## src/rtl/clk_gen_ctrl.sv

```systemverilog
// clk_gen_ctrl: run-time controller for the duty-cycle clock generator.
// Holds the active period/high/burst settings, runs start / graceful stop /
// N-period bursts, and defers any configuration received while running to the
// next period boundary so clk_out never shows a runt or glitch pulse.
// Optional build macro: CLK_GEN_CTRL_PCT_EN (cfg_high is a duty percentage).
//
//   state | meaning
//   IDLE  | clk_out low, cnt held at 0, waiting for start
//   RUN   | generating periods; stop or end of burst leaves
//   DRAIN | finishing the current period after stop, then IDLE
module clk_gen_ctrl #(
  parameter int CW         = 8,
  parameter int DEF_PERIOD = 10,
  parameter int DEF_HIGH   = 6
) (
  input  logic          clk,
  input  logic          rst,
  input  logic          cfg_valid,
  output logic          cfg_ready,
  input  logic [CW-1:0] cfg_period,
  input  logic [CW-1:0] cfg_high,
  input  logic [CW-1:0] cfg_burst,
  output logic          cfg_err,
  input  logic          start,
  input  logic          stop,
  output logic          clk_out,
  output logic          busy,
  output logic          period_done
);

  typedef enum logic [1:0] {IDLE = 2'd0, RUN = 2'd1, DRAIN = 2'd2} state_t;

  state_t        state, state_n;
  logic [CW-1:0] cnt, cnt_n;
  logic [CW-1:0] period, period_n, high, high_n, burst, burst_n;
  logic [CW-1:0] burst_left, burst_left_n;
  logic [CW-1:0] sh_period, sh_period_n, sh_high, sh_high_n, sh_burst, sh_burst_n;
  logic          pending, pending_n;
  logic          accept, cfg_ok, wrap, running_n;
  logic [CW+6:0] high_req;
  logic          pct_bad;

`ifdef CLK_GEN_CTRL_PCT_EN
  localparam logic [CW+6:0] PCT_DIV = (CW+7)'(100);

  // Percent mode: turn the requested duty into a cycle count at full width
  always_comb begin
    high_req = ({7'd0, cfg_period} * {7'd0, cfg_high}) / PCT_DIV;
    pct_bad  = (cfg_high > CW'(99));
  end
`else
  // Cycle mode: the requested high time is taken as-is
  always_comb begin
    high_req = {7'd0, cfg_high};
    pct_bad  = 1'b0;
  end
`endif

  // Only one configuration may wait in the shadow at a time
  assign cfg_ready = (state == IDLE) || !pending;
  assign busy      = (state != IDLE);
  assign accept    = cfg_valid && cfg_ready;
  assign cfg_ok    = (cfg_period > CW'(1)) && (high_req != '0) &&
                     (high_req < {7'd0, cfg_period}) && !pct_bad;
  assign wrap      = (state != IDLE) && (cnt == period - 1'b1);

  // Next-state, counter and configuration update logic
  always_comb begin
    state_n      = state;
    cnt_n        = cnt;
    period_n     = period;
    high_n       = high;
    burst_n      = burst;
    burst_left_n = burst_left;
    sh_period_n  = sh_period;
    sh_high_n    = sh_high;
    sh_burst_n   = sh_burst;
    pending_n    = pending;

    if (accept && cfg_ok) begin
      if (state == IDLE) begin
        period_n = cfg_period;
        high_n   = high_req[CW-1:0];
        burst_n  = cfg_burst;
      end else begin
        sh_period_n = cfg_period;
        sh_high_n   = high_req[CW-1:0];
        sh_burst_n  = cfg_burst;
        pending_n   = 1'b1;
      end
    end

    case (state)
      IDLE: begin
        cnt_n = '0;
        if (start && !stop) begin
          state_n      = RUN;
          burst_left_n = burst_n;
        end
      end
      RUN: begin
        if (wrap) begin
          cnt_n = '0;
          if (burst_left != '0) begin
            burst_left_n = burst_left - 1'b1;
            if (burst_left == CW'(1)) state_n = IDLE;
          end
          // stop on the wrap cycle: the period is already complete
          if (stop) state_n = IDLE;
        end else begin
          cnt_n = cnt + 1'b1;
          if (stop) state_n = DRAIN;
        end
      end
      DRAIN: begin
        if (wrap) begin
          cnt_n   = '0;
          state_n = IDLE;
        end else begin
          cnt_n = cnt + 1'b1;
        end
      end
      default: begin
        state_n = IDLE;
        cnt_n   = '0;
      end
    endcase

    // Every exit to IDLE happens at a wrap, so this also covers the commit on that transition
    if (wrap && pending_n) begin
      period_n  = sh_period_n;
      high_n    = sh_high_n;
      burst_n   = sh_burst_n;
      pending_n = 1'b0;
    end

    running_n = (state_n != IDLE);
  end

  // Register state, settings and the cnt-aligned outputs
  always_ff @(posedge clk) begin
    if (rst) begin
      state       <= IDLE;
      cnt         <= '0;
      period      <= CW'(DEF_PERIOD);
      high        <= CW'(DEF_HIGH);
      burst       <= '0;
      burst_left  <= '0;
      sh_period   <= '0;
      sh_high     <= '0;
      sh_burst    <= '0;
      pending     <= 1'b0;
      clk_out     <= 1'b0;
      period_done <= 1'b0;
      cfg_err     <= 1'b0;
    end else begin
      state       <= state_n;
      cnt         <= cnt_n;
      period      <= period_n;
      high        <= high_n;
      burst       <= burst_n;
      burst_left  <= burst_left_n;
      sh_period   <= sh_period_n;
      sh_high     <= sh_high_n;
      sh_burst    <= sh_burst_n;
      pending     <= pending_n;
      clk_out     <= running_n && (cnt_n < high_n);
      period_done <= running_n && (cnt_n == period_n - 1'b1);
      cfg_err     <= accept && !cfg_ok;
    end
  end

endmodule

```

## config.mk

```make
export PLATFORM = sky130hd
export DESIGN_NAME = clk_gen_ctrl
export DESIGN_NICKNAME = d
export VERILOG_FILES = /design/src/rtl/clk_gen_ctrl.sv
export SDC_FILE = /design/constraint.sdc
export NUM_CORES = 1
export LEC_CHECK = 0
export ABC_AREA = 1
export CORE_MARGIN = 2
export CORE_UTILIZATION = 30
export CTS_CLUSTER_DIAMETER = 200
export CTS_CLUSTER_SIZE = 40
export DETAILED_ROUTE_END_ITERATION = 6
export PLACE_DENSITY = 0.54
export SLEW_MARGIN = 0
export SYNTH_ARGS = -nofsm -noshare
export SYNTH_HDL_FRONTEND = slang
export SYNTH_SLANG_ARGS = --single-unit
export TNS_END_PERCENT = 50
```

## constraint.sdc

```tcl
create_clock -name clk -period 3.8 [get_ports clk]
set_input_delay 0.76 -clock clk [delete_from_list [all_inputs] [get_ports clk]]
set_output_delay 0.76 -clock clk [all_outputs]
set_load 0.01 [all_outputs]
```

# --- Word-level counts from Yosys, hierarchy flattened ---
# Cells that the tools add are included.
classes:
  order_cmp: 3
  addsub: 4
  muxes: 31
  reduce_logical: 23
  n_eq_ne: 8
ops:
  columns: ["operator", "n"]
  rows:
  - ["two-way mux 8 bit", 20]
  - ["subtractor 8 x 1 -> 8 bit, second input constant", 3]
  - ["== test 8 bit", 2]
  - ["less-than comparator 8 bit", 2]
  - ["case mux 8 bit (2 select lines)", 1]
  - ["nonzero test 15 bit", 1]
  - ["two-way mux 2 bit", 7]
  - ["logical AND 1 bit", 10]
  - ["adder 8 x 1 -> 8 bit, second input constant", 1]
  - ["== test 8 x 1 -> 1 bit, second input constant", 1]
  - ["> comparator 8 x 1 -> 1 bit, second input constant", 1]
  - ["nonzero test 8 bit", 1]
  - ["case mux 2 bit (3 select lines)", 1]
  - ["nonzero test 2 bit", 3]
  - ["!= test 2 bit, second input constant", 2]
  - ["AND reduction 4 bit", 1]
  - ["OR reduction 2 bit", 2]
  - ["logical NOT 1 bit", 3]
  - ["== test 2 x 1 -> 1 bit, second input constant", 1]
  - ["== test 2 bit, second input constant", 1]
  - ["logical NOT 2 bit", 1]
  - ["two-way mux 1 bit", 2]
  - ["!= test 2 x 1 -> 1 bit, second input constant", 1]
  - ["logical OR 1 bit", 1]
totals:
  reg_bits: 70
  output_inout_bits: 5
  elab_cells: 82
  input_bits: 29

# --- Longest topological paths before layout ---
depth:
  word_depth: 10
  mapped_depth: 26
  depth_no_buf: 26

# --- Worst setup path before layout ---
# Ideal clock, no wire load.
synth_timing:
  path_kind: "input-to-reg"
  startpoint: "input cfg_period[7]"
  endpoint: "register period_done"
  slack_ps: 540
  setup_time_ps: 64
  arrival_ps: 3196
  t_required_ps: 3736
  cell_stages: 25
  n_path_buf: 1
  path_cell_list: "inv_1 ha_1 nand2_2 inv_2 a21oi_2 nand2_1 nor2_4 nand4_4 nand2_4 nand2_4 buf_6 nand3_1 nand2_2 ha_1 inv_1 nand4_1 nand2_1 inv_1 nand2_1 nand2_1 inv_1 nand3_1 nor2_1 nand3_1 nor2_1"
synth_between:
  elab_chain_len: 10
  elab_cells_between_ends: 15
  cone_classes: "add/sub: 1; order compare: 2; eq/ne: 1; mux: 6; reduce/logical: 5"
synth_rtl:
  columns: ["element", "line_no", "rtl"]
  rows:
  - ["start: declaration", "20", "input logic [CW-1:0] cfg_period,"]
  - ["> comparator 8 x 1 -> 1 bit", "63", "assign cfg_ok = (cfg_period > CW'(1)) && (high_req != '0) &&"]
  - ["logical AND 1 bit (2 in series)", "63", null]
  - ["logical AND 1 bit", "80", "if (accept && cfg_ok) begin"]
  - ["two-way mux 1 bit", "80", null]
  - ["logical AND 1 bit", "130", "if (wrap && pending_n) begin"]
  - ["two-way mux 8 bit (*)", "130", null]
  - ["subtractor 8 x 1 -> 8 bit (*)", "168", "period_done <= running_n && (cnt_n == period_n - 1'b1);"]
  - ["== test 8 bit (*)", "168", null]
  - ["logical AND 1 bit (*)", "168", null]
  - ["end signal: assignment", "168", null]
  - ["end: declaration", "28", "output logic period_done"]
# Every way passes the cells marked *; elsewhere a longest branch is shown, timed or not.
# A chain may end at the register's enable or synchronous reset.

# --- Worst setup path in the final report ---
# Ends and elaborated chain as after synthesis.

==> flow_metrics.py <==
metrics = {
    "timing": {
        "drv_slew": 0,
        "max_freq_ghz": 0.286,
        "tightestPinTransition_ns": 0.611,
        "finalCritPeriodShare_pct": 92.0,
        "period_minus_slack_ns": 3.50,
        "clock_skew_ns": 0.00730,
        "setup_violations": 0,
        "finalHoldViolations": 0,
        "rsz0062_at_grt": "false",
        "whs_ns": 0.482,
        "layout_setup_ws_ns": 0.304,
        "slew_headroom_pct": 59.3,
    },
    "global_routing": {
        "grt_usage_pct": 15.9,
        "grt_pass1_wl_mm": 20.6,
        "grt_max_degree": 54,
        "gr-total-overflow": 0,
        "antenna_found_initial": 0,
        "grt_pass1_vias": 4225,
    },
    "synthesis": {
        "syn_area_sq_um": 4640,
        "synthSimpleGateAreaFrac_pct": 36.7,
        "synth_top_family_by_area": "simple AND/OR/NAND/NOR gates",
        "synthFlopType": "dfxtp_1",
        "yosys_warnings": 0,
        "syn_avg_cell_area_sq_um": 6.48,
        "synth_area_leaders": "dfxtp_1, nand2_1, nor2_1",
        "synth_area_leader_cell": "dfxtp_1",
        "synth_edf_count": 0,
        "synthCells": 716,
        "synth_most_common_cell": "nand2_1",
        "synth-compound-area-share_pct": 12.8,
        "ys_ff_latch": 70,
        "yosys-top-cells-count": "nand2_1, nor2_1, inv_1",
        "yosysTopAreaCellShare_pct": 30.2,
        "synth_adder_area_share_pct": 6.20,
        "synth_cell_types": 38,
        "synth-xor-area-share_pct": 3.59,
        "synth-async-reset-ratio_pct": 0,
        "synthMuxAreaShare_pct": 0.216,
        "synth_fp_nets": 768,
        "ys_seq_area_share_pct": 30.2,
    },
    "setup_path": {
        "timing.rr.start": "state[1]",
        "path_depth": 26,
        "cp_top_family": "simple AND/OR/NAND/NOR gates",
        "critPathCapture": "period_done",
        "worstPathMaxFanout": 5,
        "worstSetupPathType": "input port to flop",
        "startpoint_type": "input port",
        "worstSetupEndpointType": "flop",
        "reg2reg_depth": 25,
        "cpPeakStageDelay_ns": 0.45,
        "critPathSlowestCell": "clkdlybuf4s50_1",
        "startpoint": "cfg_period[7]",
        "required_ns": 4.07,
        "cp.arrival_ns": 3.77,
        "cpMostUsedCell": "nand2_1",
        "worst-path-buf-inv": 7,
        "rrSetupSlack_ns": 0.52,
        "r2r-end": "period_done",
    },
    "clock_network": {
        "root_buffer": "clkbuf_16",
        "h-tree-depth": 3,
        "cts_made_buffers": 9,
        "cts_tree": "built",
        "cts.path.max_buffers": 2,
        "clk_latency_ns": 0.34,
        "clk_pin_slew_ns": 0.06,
        "clock-sinks": 70,
    },
    "floorplanning": {
        "die_w_um": 128,
        "die_y_um": 128,
        "fp.coreArea_sq_um": 15100,
        "ios": 34,
        "start_util_pct": 30.6,
        "num_rows": 45,
        "die_area_sq_um": 16500,
    },
    "routing": {
        "ant_nets": 0,
        "viasPerCell": 4.58,
        "vias": 4370,
        "drc": 0,
        "wl_per_cell_um": 12.9,
        "dr.pass1.iters": 4,
        "drt-initial-drc-count": 274,
        "routed_wirelength_mm": 12.3,
    },
    "layout": {
        "fin_nets": 814,
        "seqCellArea_sq_um": 1400,
        "fillers": 1613,
        "drive_gt1_share_pct": 11.9,
        "antenna_cells": 0,
        "multi_input_area_sq_um": 2760,
        "area_delta_synth_final_pct": 20.8,
    },
    "place": {
        "io_buffers": 33,
        "dp_hpwl_mm": 9.22,
        "pre_cts_ws_ns": -0.0474,
        "gp_congestion": 0.831,
    },
    "power_and_ir_drop": {
        "cellLeakagePower_nw": 2.62,
        "ir_worst_vdd_v": 0.000213,
        "powerDensity_nw_per_um2": 419,
    },
    "run_status": {
        "status": "finished clean",
    },
    "hold_path": {
        "hp-class": "flop to flop",
    },
    "flow_run": {
        "maxCapViolCount": 0,
    },
}
## worst min-delay path: cells and delay by family, from the launching register on
family	cells	cell delay [ns]
compound gates	1	0.05
flops	1	0.32
simple gates	1	0.06
## kinds of logic (layout without fill, tap and decap cells)
family,after synthesis,in the layout
mux,1,1
flops,70,70
buf+inv,117,168
xor+xnor,19,19
simple gates,373,373
fa+ha+maj,23,23
compound gates,113,113
## metal layers
layer / share of wire (%) / track usage, % / vias up
met2: 45 / 25.8 / 81
met4: 2.0 / 5.30 / 0
li1: - / - / 2349
met5: 0 / 0 / -
met3: 3.6 / 3.20 / 14
met1: 50 / 21.2 / 1926
## final cells by class
cell class                      instances  area share, %
Clock inverter                          7           1.41
Sequential cell                        70           25.0
Multi-Input combinational cell        529           49.3
Tap cell                              188           4.20
Inverter                               92           6.21
Timing Repair Buffer                   60           9.87
Clock buffer                            9           4.02
## power by group
part | internal, mW | switching [mW]
Combinational | 0.248 | 0.393
Sequential | 0.790 | 0.0373
Clock | 0.516 | 0.360
Total | 1.55 | 0.791
## worst min path at each step
| stage | start | endpoint | depth (start not counted) |
|---|---|---|---|
| 3_5_place_dp | burst_left[7] | burst_left[7] | 2 |
| 2_1_floorplan | burst_left[7] | burst_left[7] | 2 |
| 6_report | burst_left[7] | burst_left[7] | 2 |
| 5_1_grt | sh_period[6] | sh_period[6] | 2 |
| 3_3_place_gp | burst_left[7] | burst_left[7] | 2 |
| 4_1_cts | burst_left[7] | burst_left[7] | 2 |
## per-stage QoR
stage                     instance area [sq um]  power, mW  utilization [%]  cells  TNS (ns)
after CTS                                  5580       2.37             36.8    952         0
after floorplan                            4640       1.30                -    716         0
final                                      5600       2.35             37.0    955         0
after global placement                     5270       1.48             34.8    936         0
after detailed placement                   5270       1.48             34.8    936   -0.0474
after global routing                       5600       2.50             37.0    955         0
## cell usage in the layout (no fill, tap or decap), drive strengths merged
master           n
a221oi           3
o2111ai          1
inv             93
mux2i            1
nor3             9
nand2          210
o21ai           52
dfxtp           70
ha              23
nand3           32
o211ai           1
nand4            9
a211oi           1
xnor2            5
clkdlybuf4s50   32
nor2           109
bufinv           1
clkbuf           9
nand3b           1
buf             28
or2              3
xor2            14
clkinv           5
a21oi           55
## sequential cells by signal (all words and copies together) (netlist names), 2 cells and up
signal	count
sh_burst	8
cnt	8
high	8
sh_high	8
burst_left	8
state	2
burst	8
sh_period	8
period	8
## what timing repair did
item	in CTS	in global routing
resized for setup	0	1
endpoints found under the setup margin	0	1
buffers inserted	0	3
hold buffers	0	0
No activity file was read; power rests on OpenSTA's default activity.
